[src/rtl/hpdcache_sram_1rw_arb.sv]
// hpdcache_sram_1rw_arb
// Shares one single-port 1RW SRAM between a write requester and a read
// requester. Round-robin arbitration gives one access per cycle. Read
// responses have a one-entry holding buffer, so backpressure cannot drop data.
// Optional feature macro: HPDCACHE_SRAM_ARB_INIT_EN. When it is defined, a
// post-reset sequencer writes INIT_VALUE to every word before the ports open.
`timescale 1ns/1ps
module hpdcache_sram_1rw_arb #(
  parameter int unsigned          ADDR_SIZE  = 6,
  parameter int unsigned          DATA_SIZE  = 64,
  parameter int unsigned          DEPTH      = 2**ADDR_SIZE,
  parameter logic [DATA_SIZE-1:0] INIT_VALUE = '0
) (
  input  logic                 clk,
  input  logic                 rst_n,
  input  logic                 wreq_valid,
  output logic                 wreq_ready,
  input  logic [ADDR_SIZE-1:0] wreq_addr,
  input  logic [DATA_SIZE-1:0] wreq_wdata,
  input  logic                 rreq_valid,
  output logic                 rreq_ready,
  input  logic [ADDR_SIZE-1:0] rreq_addr,
  output logic                 rrsp_valid,
  input  logic                 rrsp_ready,
  output logic [DATA_SIZE-1:0] rrsp_rdata,
  output logic                 init_done,
  output logic                 sram_cs,
  output logic                 sram_we,
  output logic [ADDR_SIZE-1:0] sram_addr,
  output logic [DATA_SIZE-1:0] sram_wdata,
  input  logic [DATA_SIZE-1:0] sram_rdata
);

  // An illegal depth or a mis-sized fill pattern is rejected at elaboration
  if (DEPTH < 1 || DEPTH > (1 << ADDR_SIZE) || $bits(INIT_VALUE) != DATA_SIZE) begin : g_bad_cfg
    $error("hpdcache_sram_1rw_arb: DEPTH out of range 1..2**ADDR_SIZE");
  end

  // rr_last records which requester won the most recent grant
  typedef enum logic {RR_WRITE = 1'b0, RR_READ = 1'b1} rr_e;

  rr_e                  rr_last_q;
  logic                 rd_inflight_q;
  logic                 hold_valid_q;
  logic [DATA_SIZE-1:0] hold_q;

  logic                 init_active;  // sequencer owns the SRAM this cycle
  logic                 port_open;    // requesters may be granted
  logic                 rd_blocked, rd_cand, wr_cand;
  logic                 grant_rd, grant_wr;
  logic [ADDR_SIZE-1:0] init_addr;

`ifdef HPDCACHE_SRAM_ARB_INIT_EN
  typedef enum logic {ST_INIT, ST_RUN} state_e;

  state_e               state_q, state_d;
  logic [ADDR_SIZE-1:0] init_cnt_q, init_cnt_d;

  // FSM state and fill counter; reset always restarts the fill from word 0
  always_ff @(posedge clk or negedge rst_n) begin
    if (!rst_n) begin
      state_q    <= ST_INIT;
      init_cnt_q <= '0;
    end else begin
      state_q    <= state_d;
      init_cnt_q <= init_cnt_d;
    end
  end

  // Walk the counter once across the array, then leave INIT after the last word
  always_comb begin
    state_d    = state_q;
    init_cnt_d = init_cnt_q;
    if (state_q == ST_INIT) begin
      init_cnt_d = init_cnt_q + 1'b1;
      if (init_cnt_q == ADDR_SIZE'(DEPTH - 1)) state_d = ST_RUN;
    end
  end

  assign init_active = rst_n & (state_q == ST_INIT);
  assign port_open   = rst_n & (state_q == ST_RUN);
  assign init_addr   = init_cnt_q;
`else
  // Without the sequencer the ports open as soon as reset is released
  assign init_active = 1'b0;
  assign port_open   = rst_n;
  assign init_addr   = '0;
`endif

  assign init_done = port_open;

  // A response that cannot leave this cycle blocks new reads, so at most
  // one response is ever outstanding between the SRAM and the hold buffer
  assign rrsp_valid = rd_inflight_q | hold_valid_q;
  assign rrsp_rdata = hold_valid_q ? hold_q : sram_rdata;
  assign rd_blocked = rrsp_valid & ~rrsp_ready;
  assign rd_cand    = port_open & rreq_valid & ~rd_blocked;
  assign wr_cand    = port_open & wreq_valid;

  // On contention, the requester that did not win last time gets the grant
  assign grant_wr = wr_cand & (~rd_cand | (rr_last_q == RR_READ));
  assign grant_rd = rd_cand & (~wr_cand | (rr_last_q == RR_WRITE));

  // SRAM command mux: sequencer, then the granted requester, otherwise idle
  always_comb begin
    wreq_ready = 1'b0;
    rreq_ready = 1'b0;
    sram_cs    = 1'b0;
    sram_we    = 1'b0;
    sram_addr  = '0;
    sram_wdata = '0;
    if (init_active) begin
      sram_cs    = 1'b1;
      sram_we    = 1'b1;
      sram_addr  = init_addr;
      sram_wdata = INIT_VALUE;
    end else if (grant_wr) begin
      wreq_ready = 1'b1;
      sram_cs    = 1'b1;
      sram_we    = 1'b1;
      sram_addr  = wreq_addr;
      sram_wdata = wreq_wdata;
    end else if (grant_rd) begin
      rreq_ready = 1'b1;
      sram_cs    = 1'b1;
      sram_addr  = rreq_addr;
    end
  end

  // Arbitration history moves only when something is granted
  always_ff @(posedge clk or negedge rst_n) begin
    if (!rst_n)        rr_last_q <= RR_READ;
    else if (grant_wr) rr_last_q <= RR_WRITE;
    else if (grant_rd) rr_last_q <= RR_READ;
  end

  // Response tracking: capture stalled SRAM data before the next access
  // overwrites sram_rdata, and release it once the consumer takes it
  always_ff @(posedge clk or negedge rst_n) begin
    if (!rst_n) begin
      rd_inflight_q <= 1'b0;
      hold_valid_q  <= 1'b0;
      hold_q        <= '0;
    end else begin
      rd_inflight_q <= grant_rd;
      if (rd_inflight_q && !rrsp_ready) begin
        hold_q       <= sram_rdata;
        hold_valid_q <= 1'b1;
      end else if (hold_valid_q && rrsp_ready) begin
        hold_valid_q <= 1'b0;
      end
    end
  end

endmodule

[config.mk]
export PLATFORM = sky130hd
export DESIGN_NAME = hpdcache_sram_1rw_arb
export DESIGN_NICKNAME = d
export VERILOG_FILES = /design/src/rtl/hpdcache_sram_1rw_arb.sv
export SDC_FILE = /design/constraint.sdc
export NUM_CORES = 1
export LEC_CHECK = 0
export CAP_MARGIN = 10
export CORE_MARGIN = 5
export CORE_UTILIZATION = 25
export DETAILED_ROUTE_END_ITERATION = 8
export PLACE_DENSITY_LB_ADDON = 0.1
export SYNTH_ARGS = -nofsm -noshare
export SYNTH_HDL_FRONTEND = slang
export SYNTH_SLANG_ARGS = --single-unit
[constraint.sdc]
create_clock -name clk -period 1.5 [get_ports clk]
set_input_delay 0.225 -clock clk [delete_from_list [all_inputs] [get_ports clk]]
set_output_delay 0.225 -clock clk [all_outputs]
set_load 0.02 [all_outputs]
==> impl_metrics.toml, run 1 <==
[outcome]
status = "finished with violations"
violations = "negative setup slack"

[place]
dpl.hpwl_um = 11200
numPortBuffers = 284
place.gp.congestion = 0.803

[synth]
syn_area_per_cell_um2 = 12.1
netlist_area_mm2 = 0.00387
synthCells = 320
synth_seq_area_share_pct = 43.4
ys_ff_latch = 67
ys_warn_count = 0
syn_nets = 465
synth_cell_types = 20

[timing]
finClkSkew_ns = 0.00461
worst_hold_slack_ns = 0.156
rsz0062_at_grt = "yes"
fmax_mhz = 504
worstMarginPinSlew_ns = 0.762
setup_ws_ns = -0.485
setup_viol = 139
maxSlewHeadroom_pct = 49.2
hold_viol = 0
finalCritPeriodShare_pct = 132
period_needed_ns = 1.98
slew_violations = 0

[global_routing]
grt_max_degree = 57
grt.overflow.total = 0
grt_first_pass_wirelength_um = 23100
grt_pass1_vias = 4088
antenna_found_initial = 1
grt.total_usage_pct = 16.8

[final_layout]
final_util_pct = 51.2
antenna_cells = 0
drive_above_1_share_pct = 58.1
mostFrequentLayoutCell = "clkdlybuf4s50_1"
area_growth_pct = 101
final_nets = 785
most-common-layout-cells = "144 x clkdlybuf4s50_1, 126 x mux2_2, 65 x dfrtp_1"

[clock_network]
clk_latency_ns = 0.33
clk_pin_slew_ns = 0.06
clock-sinks = 67
cts_tree = "built"
clock_path_buffers = 2
cts_buffers = 9
h-tree-depth = 3
ctsRootBufferMaster = "clkbuf_16"

[power_and_ir_drop]
leakage_nw = 3.46
ir_drop_mv = 0.539
power_per_cell_area_mw_per_mm2 = 961

[floorplanning]
die_area_mm2 = 0.0181
io_pins = 285
num_rows = 45
core_mm2 = 0.0152
die_w_um = 134
start_util_pct = 25.4
die_h_um = 134

[critical_path]
path_buf_inv = 4
crit_type = "flop to primary output"
cp_data_required_time_ns = 1.27
cp-start-kind = "flop"
arrival_ns = 1.76
cp_top_family = "buffers and inverters"
cp_cell_sequence = "o21bai_4 -> a41oi_4 -> buf_6 -> buf_12 -> buf_16 -> and2_4 -> buf_6"
path_max_fanout = 8
max_stage_delay_ns = 0.44
critPathSlowestCell = "dfrtp_2"
cp-end-kind = "primary output"
critPathMostFrequentCell = "buf_6"

[min_path]
min_path_type = "input pin to asynchronous set/reset pin"

[job]
max-cap-violations = 0

[route]
wl_per_cell_um = 19.0
drc = 0
firstDrtPassIters = 4
vias_per_cell = 4.48
vias = 3733
wirelength_um = 15800
dr.first_iter.drc_count = 66
ant_nets = 0
==> worst min-delay path, cell delays in order <==
cell and delay (ns):
buf_4 0.14, buf_12 0.11, buf_4 0.18, buf_4 0.15
==> where the power goes <==
part / switching (W) / leakage (nW) / internal [W]
clock: 0.000830 / 0.146 / 0.00135
combinational: 0.00114 / 2.52 / 0.00160
sequential: 0.000227 / 0.796 / 0.00232
total: 0.00220 / 3.46 / 0.00528
==> kinds of logic (layout without fill, tap and decap cells) <==
group | count (synthesis) | count (layout) | share of synthesized area, %
simple gates | 87 | 87 | 12.8
mux | 128 | 128 | 37.3
buf+inv | 27 | 352 | 4.37
flops | 67 | 67 | 43.4
compound gates | 11 | 11 | 2.14
==> cell type report <==
cell class,count,area [um^2]
Clock buffer,10,239
Clock inverter,6,71.3
Fill cell,1389,7420
Inverter,3,11.3
Multi-Input combinational cell,226,2240
Sequential cell,67,1680
Tap cell,188,235
Timing Repair Buffer,333,3300
==> path summary, 6_finish.rpt <==
check / start / end / slack (ns) / depth (start not counted)
min in group clk: rst_n / rr_last_q / 0.28 / 4
max reg2reg: rd_inflight_q / hold_q[16] / 0.06 / 4
min: rst_n / hold_q[58] / 0.16 / 4
max: hold_valid_q / sram_wdata[0] / -0.48 / 7
max in group asynchronous: rst_n / hold_q[37] / 0.77 / 3
min reg2reg: hold_q[25] / hold_q[25] / 0.50 / 1
==> repair_timing <==
item | in CTS | in global routing
setup endpoints to repair | 139 | 139
endpoints found under the hold margin | 3 | 0
gates cloned | 6 | 5
resized for setup | 661 | 48
pin swaps | 19 | 5
hold buffers | 2 | 0
setup buffers | 8 | 4
==> through the flow <==
step	TNS, ns	power (W)	cell area [um^2]	cells	worst slack (ns)
2_1_floorplan	0	0.00388	3870	320	0.0169
3_3_place_gp	-100.17	0.00512	7030	792	-0.957
3_5_place_dp	-102.39	0.00517	7030	792	-0.968
4_1_cts	-60.71	0.00749	7500	824	-0.520
5_1_grt	-65.43	0.00793	7780	833	-0.556
6_report	-55.56	0.00748	7780	833	-0.485
==> sequential cells by signal, indices dropped and copies added (netlist names) <==
signal / flops
hold_valid_q: 1
hold_q: 64
rr_last_q: 1
rd_inflight_q: 1
==> Yosys cell counts <==
cell type | number | share of area, %
a21oi_1 | 1 | 0.13
buf_6 | 5 | 1.5
clkbuf_1 | 1 | 0.097
buf_4 | 3 | 0.58
or2_2 | 1 | 0.16
nand2b_1 | 2 | 0.32
dfrtp_1 | 66 | 43
o21bai_2 | 1 | 0.29
nand2_1 | 16 | 1.6
buf_2 | 15 | 1.9
dfstp_2 | 1 | 0.68
nand3_1 | 1 | 0.13
inv_1 | 3 | 0.29
and2_1 | 64 | 10
o31ai_1 | 1 | 0.19
o21ai_1 | 1 | 0.13
mux2_2 | 128 | 37
a41oi_2 | 1 | 0.42
o22ai_1 | 6 | 0.97
nor2_1 | 3 | 0.29
==> layer usage <==
| metal | wire length (um) | GRT usage, % | vias to the layer above |
|---|---|---|---|
| met3 | 1400 | 6.75 | 26 |
| met2 | 7910 | 28.5 | 174 |
| met4 | 351 | 5.43 | 0 |
| li1 | - | - | 1756 |
| met5 | 0 | 0 | - |
| met1 | 6130 | 19.3 | 1777 |
No activity file was read; power rests on OpenSTA's default activity.
==> run 2, diff against run 1 <==
--- a/config.mk
+++ b/config.mk
@@ -7,7 +7,7 @@
 export LEC_CHECK = 0
 export CAP_MARGIN = 10
 export CORE_MARGIN = 5
-export CORE_UTILIZATION = 25
+export CORE_UTILIZATION = 35
 export DETAILED_ROUTE_END_ITERATION = 8
 export PLACE_DENSITY_LB_ADDON = 0.1
 export SYNTH_ARGS = -nofsm -noshare
==> run 2 against run 1 <==
  * The flow still finishes with violations (negative setup slack)
  * Final area up 8.2%
  * Combinational power up 17%
  * First-iteration DRC count up 52%
  * Clock skew up 0.0061 ns
  * Power down 0.26%
  * Non-clock buffer count up 34
  * Critical path depth unchanged
  * Register-to-register slack better by 0.03 ns
  * Sequential share of layout area down 1.6 points
  * Via count up 5.4%
  * Wire length up 6.0%
  * Clock power down 24%
  * Critical path type unchanged
==> impl_metrics.toml, run 2 (synthesized netlist as in run 1, its figures left out) <==
[floorplanning]
die_area_mm2 = 0.0132
io_pins = 285
die_w_um = 115
start_util_pct = 35.7
core_mm2 = 0.0108
die_h_um = 115
num_rows = 38

[critical_path]
critPathMostFrequentCell = "buf_4"
cp_cell_sequence = "o21bai_4 -> buf_6 -> inv_4 -> o21ai_4 -> buf_4 -> o22ai_1 -> buf_4"
critPathSlowestCell = "dfrtp_2"
arrival_ns = 1.77
cp_top_family = "buffers and inverters"
max_stage_delay_ns = 0.44
crit_type = "flop to primary output"
path_max_fanout = 5
path_buf_inv = 4
cp-start-kind = "flop"
cp_data_required_time_ns = 1.27
cp-end-kind = "primary output"

[route]
vias = 3934
firstDrtPassIters = 4
vias_per_cell = 4.80
wirelength_um = 16700
ant_nets = 0
drc = 0
wl_per_cell_um = 20.4
dr.first_iter.drc_count = 100

[global_routing]
grt_pass1_vias = 4237
grt_max_degree = 62
antenna_found_initial = 0
grt.overflow.total = 0
grt.total_usage_pct = 22.8
grt_first_pass_wirelength_um = 23300

[clock_network]
cts_buffers = 9
clock-sinks = 67
cts_tree = "built"
clk_latency_ns = 0.34
ctsRootBufferMaster = "clkbuf_8"
clk_pin_slew_ns = 0.08
clock_path_buffers = 2
h-tree-depth = 3

[final_layout]
area_growth_pct = 118
largest_reg_flops = 64
multiInputGateArea_mm2 = 0.00237
fill_cells = 690
mostFrequentLayoutCell = "clkdlybuf4s50_1"
final-seq-area_mm2 = 0.00168
antenna_cells = 0
regMostFlops = "hold_q"
most-common-layout-cells = "144 x clkdlybuf4s50_1, 142 x buf_6, 92 x mux2_2"
final_nets = 819
drive_above_1_share_pct = 63.6

[job]
max-cap-violations = 0

[outcome]
violations = "negative setup slack"
status = "finished with violations"

[place]
place.gp.congestion = 0.831
dpl.hpwl_um = 11200
numPortBuffers = 284

[power_and_ir_drop]
leakage_nw = 3.85
power_per_cell_area_mw_per_mm2 = 886
p_total_w = 0.00746
ir_drop_mv = 0.536

[timing]
maxSlewHeadroom_pct = 46.8
fmax_mhz = 501
setup_ws_ns = -0.495
tns_ns = -55.69
worstMarginPinSlew_ns = 0.798
rsz0062_at_grt = "yes"
period_needed_ns = 1.99
worst_hold_slack_ns = 0.264
setup_viol = 139
finClkSkew_ns = 0.0107
slew_violations = 0
finalCritPeriodShare_pct = 133
hold_viol = 0

[min_path]
min_path_type = "input pin to asynchronous set/reset pin"
-- run 2: final cells by class --
type | count | share of cell area, %
Sequential cell | 67 | 19.9
Tap cell | 140 | 2.08
Multi-Input combinational cell | 226 | 28.1
Timing Repair Buffer | 367 | 47.1
Inverter | 3 | 0.163
Clock buffer | 10 | 1.52
Clock inverter | 6 | 1.06
-- run 2: worst paths after layout --
check / depth (start not counted) / endpoint / slack (ns) / startpoint
max in group asynchronous: 3 / hold_q[44] / 0.71 / rst_n
min in group clk: 5 / rr_last_q / 0.44 / rst_n
hold / removal: 3 / hold_q[21] / 0.26 / rst_n
setup / recovery: 7 / sram_addr[4] / -0.49 / hold_valid_q
hold reg to reg: 1 / hold_q[3] / 0.50 / hold_q[3]
setup reg to reg: 4 / hold_q[4] / 0.09 / rd_inflight_q
-- run 2: metrics by stage --
stage | setup WS, ns | area [um^2] | utilization (%) | cells
global placement | -0.974 | 7000 | 64.6 | 745
global route | -0.572 | 8420 | 77.7 | 819
detailed placement | -0.989 | 7000 | 64.6 | 745
floorplan | 0.0169 | 3870 | - | 320
finish | -0.495 | 8420 | 77.7 | 819
CTS | -0.529 | 7700 | 71.0 | 777
-- run 2: worst reg2reg max path, stage by stage, from the launching register on --
cell and delay [ns]:
dfrtp_1 0.41, buf_4 0.16, nand2b_2 0.14, buf_4 0.23, mux2_2 0.35
-- run 2: what timing repair did --
| item | CTS | global route |
|---|---|---|
| hold buffers | 2 | 0 |
| hold endpoints to repair | 6 | 0 |
| pin swaps | 32 | 15 |
| gates cloned | 9 | 5 |
| buffers inserted | 5 | 37 |
| resized for setup | 647 | 291 |
| endpoints found under the setup margin | 139 | 139 |
-- run 2: layer usage --
metal / up-vias / GRT usage (%) / wire length [um]
li1: 1816 / - / -
met1: 1918 / 26.7 / 6370
met2: 174 / 39.2 / 8580
met3: 26 / 8.53 / 1390
met4: 0 / 6.57 / 393
met5: - / 0 / 0
-- run 2: power breakdown --
part | internal (W) | leakage, nW | switching [W]
Sequential | 0.00232 | 0.796 | 0.000254
Clock | 0.000939 | 0.103 | 0.000710
Combinational | 0.00197 | 2.95 | 0.00126
Total | 0.00523 | 3.85 | 0.00223
==> run 3, diff against run 2 <==
--- a/config.mk
+++ b/config.mk
@@ -5,6 +5,7 @@
 export SDC_FILE = /design/constraint.sdc
 export NUM_CORES = 1
 export LEC_CHECK = 0
+export ABC_AREA = 1
 export CAP_MARGIN = 10
 export CORE_MARGIN = 5
 export CORE_UTILIZATION = 35
==> run 3 against run 2 <==
  * Area after synthesis grew 0.65%
  * Critical path depth is the same
  * Final area grew 6.1%
  * Sequential share of layout area shrank 1.1 points
  * Clock power shrank 11%
  * Register-to-register slack gained 0.24 ns
  * Worst setup slack gained 0.0083 ns
  * The run still ends with negative setup slack left
  * First-iteration DRC count grew 110%
  * Die area grew 0.59%
==> impl_metrics.toml, run 3 <==
[clock_network]
cts_buffers = 9
clock_path_buffers = 2
clk_pin_slew_ns = 0.08
h-tree-depth = 3
ctsRootBufferMaster = "clkbuf_8"
clock-sinks = 67
cts_tree = "built"
clk_latency_ns = 0.33
cts_hold_buf = 0

[critical_path]
critPathMostFrequentCell = "buf_4"
cp-end-kind = "primary output"
crit_type = "flop to primary output"
critPathSlowestCell = "dfrtp_4"
cp_cell_sequence = "buf_4 -> buf_12 -> buf_4 -> buf_8 -> nand2_1 -> o21ai_0 -> buf_2"
max_stage_delay_ns = 0.50
arrival_ns = 1.76
path_max_fanout = 10
path_buf_inv = 5
cp_data_required_time_ns = 1.27
cp_top_family = "buffers and inverters"
cp-start-kind = "flop"

[final_layout]
most-common-layout-cells = "144 x clkdlybuf4s50_1, 133 x inv_1, 108 x nand2_1"
final_nets = 1083
mostFrequentLayoutCell = "clkdlybuf4s50_1"
drive_above_1_share_pct = 42.3
instances_no_fill = 1083
antenna_cells = 0
regMostFlops = "hold_q"
area_growth_pct = 130
largest_reg_flops = 64

[timing]
hold_viol = 0
worstMarginPinSlew_ns = 0.858
setup_viol = 139
finClkSkew_ns = 0.0108
finalCritPeriodShare_pct = 132
period_needed_ns = 1.99
maxSlewHeadroom_pct = 42.8
setup_ws_ns = -0.486
slew_violations = 0
tns_ns = -53.19
rsz0062_at_grt = "yes"
worst_hold_slack_ns = 0.273
fmax_mhz = 503

[power_and_ir_drop]
ir_drop_mv = 0.701
clock_power_share_pct = 21.3
seq_power_share_pct = 35.9
leakage_nw = 4.39
combPwrFrac_pct = 42.8
p_switching_w = 0.00242
switching_share_pct = 35.2
p_int_w = 0.00445
power_per_cell_area_mw_per_mm2 = 768

[synth]
synthArstFlopShare_pct = 100
ys_warn_count = 0
yosys.area.top_type = "dfrtp_1"
netlist_area_mm2 = 0.00389
syn_area_per_cell_um2 = 6.61
yosysTopAreaCellShare_pct = 42.4
synth_edf_count = 0
synthTopCellsByCount = "139 x nand2_1, 134 x inv_1, 129 x o21ai_0, 66 x dfrtp_1, 64 x nor2_1"
synth_seq_area_share_pct = 43.1
yosysMostFrequentCell = "nand2_1"
syn_nets = 734
ys_top_cells_by_area = "dfrtp_1 42%, o21ai_0 17%, nand2_1 13%, inv_1 13%, nor2_1 6.2%"
synthCells = 589
synth_cell_types = 16
ys_ff_latch = 67
synth-main-ff-cell = "dfrtp_1"

[floorplanning]
die_w_um = 115
start_util_pct = 35.7
die_h_um = 115
num_rows = 38
io_pins = 285
core_mm2 = 0.0109
die_area_mm2 = 0.0133

[place]
dpl.hpwl_um = 12700
dp_slack_ns = -0.702
place.gp.congestion = 0.885
dp_cells = 1041
numPortBuffers = 284

[route]
wirelength_um = 18600
vias_per_cell = 4.75
dr.first_iter.drc_count = 211
firstDrtPassIters = 6
vias = 5142
wl_per_cell_um = 17.1
ant_nets = 0
drc = 0

[global_routing]
grt_pass1_vias = 4825
grt.overflow.total = 0
grt.total_usage_pct = 23.2
antenna_found_initial = 0
grt_max_degree = 68
grt_first_pass_wirelength_um = 24400

[min_path]
min_path_type = "input pin to asynchronous set/reset pin"

[outcome]
status = "finished with violations"
violations = "negative setup slack"

[job]
max-cap-violations = 0
## run 3: logic make-up (layout without fill, tap and decap cells)
logic type             Yosys count  count (layout)  synth area share (%)
flip-flops                      67              67                  43.1
AND/OR/NAND/NOR                218             218                  21.9
buffers and inverters          174             528                  18.0
AO/OA/AOI/OAI                  130             130                  17.0
## run 3: layout make-up
class	count	area, um^2
Timing Repair Buffer	376	3930
Inverter	136	515
Tap cell	140	175
Fill cell	667	1950
Sequential cell	67	1680
Clock buffer	9	124
Clock inverter	7	68.8
Multi-Input combinational cell	348	2440
## run 3: power by group through the flow
stage          Sequential [W]  Combinational (W)  Clock (W)
2_1_floorplan         0.00238            0.00114          0
3_3_place_gp          0.00242            0.00233          0
3_5_place_dp          0.00244            0.00239          0
4_1_cts               0.00241            0.00235    0.00150
5_1_grt               0.00250            0.00315    0.00160
6_report              0.00246            0.00294    0.00147
## run 3: per-stage QoR
stage | util, % | total power (W) | cell area, um^2
CTS | 71.5 | 0.00627 | 7780
global route | 82.1 | 0.00725 | 8930
detailed placement | 70.5 | 0.00483 | 7670
global placement | 70.5 | 0.00475 | 7670
finish | 82.1 | 0.00687 | 8930
floorplan | - | 0.00352 | 4260
## run 3: timing repair
action	4_1_cts	5_1_grt
setup buffers	9	3
resized for setup	798	261
pin swaps	6	7
cloned	1	13
setup endpoints to repair	139	139
## run 3: per-layer routing
layer / vias to the layer above / GRT usage [%] / part of all wire [%]
li1: 2465 / - / -
met1: 2438 / 28.2 / 37
met2: 201 / 40.2 / 53
met3: 38 / 6.16 / 6.6
met4: 0 / 7.04 / 3.0
met5: - / 0 / 0
## run 3: path summary, 6_finish.rpt
path,startpoint,end,slack (ns),depth (start not counted)
min,rst_n,hold_q[49],0.27,3
max reg2reg,rd_inflight_q,hold_q[2],0.33,4
max,hold_valid_q,rrsp_rdata[63],-0.49,7
max in group asynchronous,rst_n,hold_valid_q,0.60,3
min reg2reg,hold_q[4],hold_q[4],0.49,2
min in group clk,rst_n,rr_last_q,0.46,5
## run 3: tightest hold or removal path: stages
cell and delay, ns:
buf_4 0.14, buf_4 0.12, buf_4 0.65
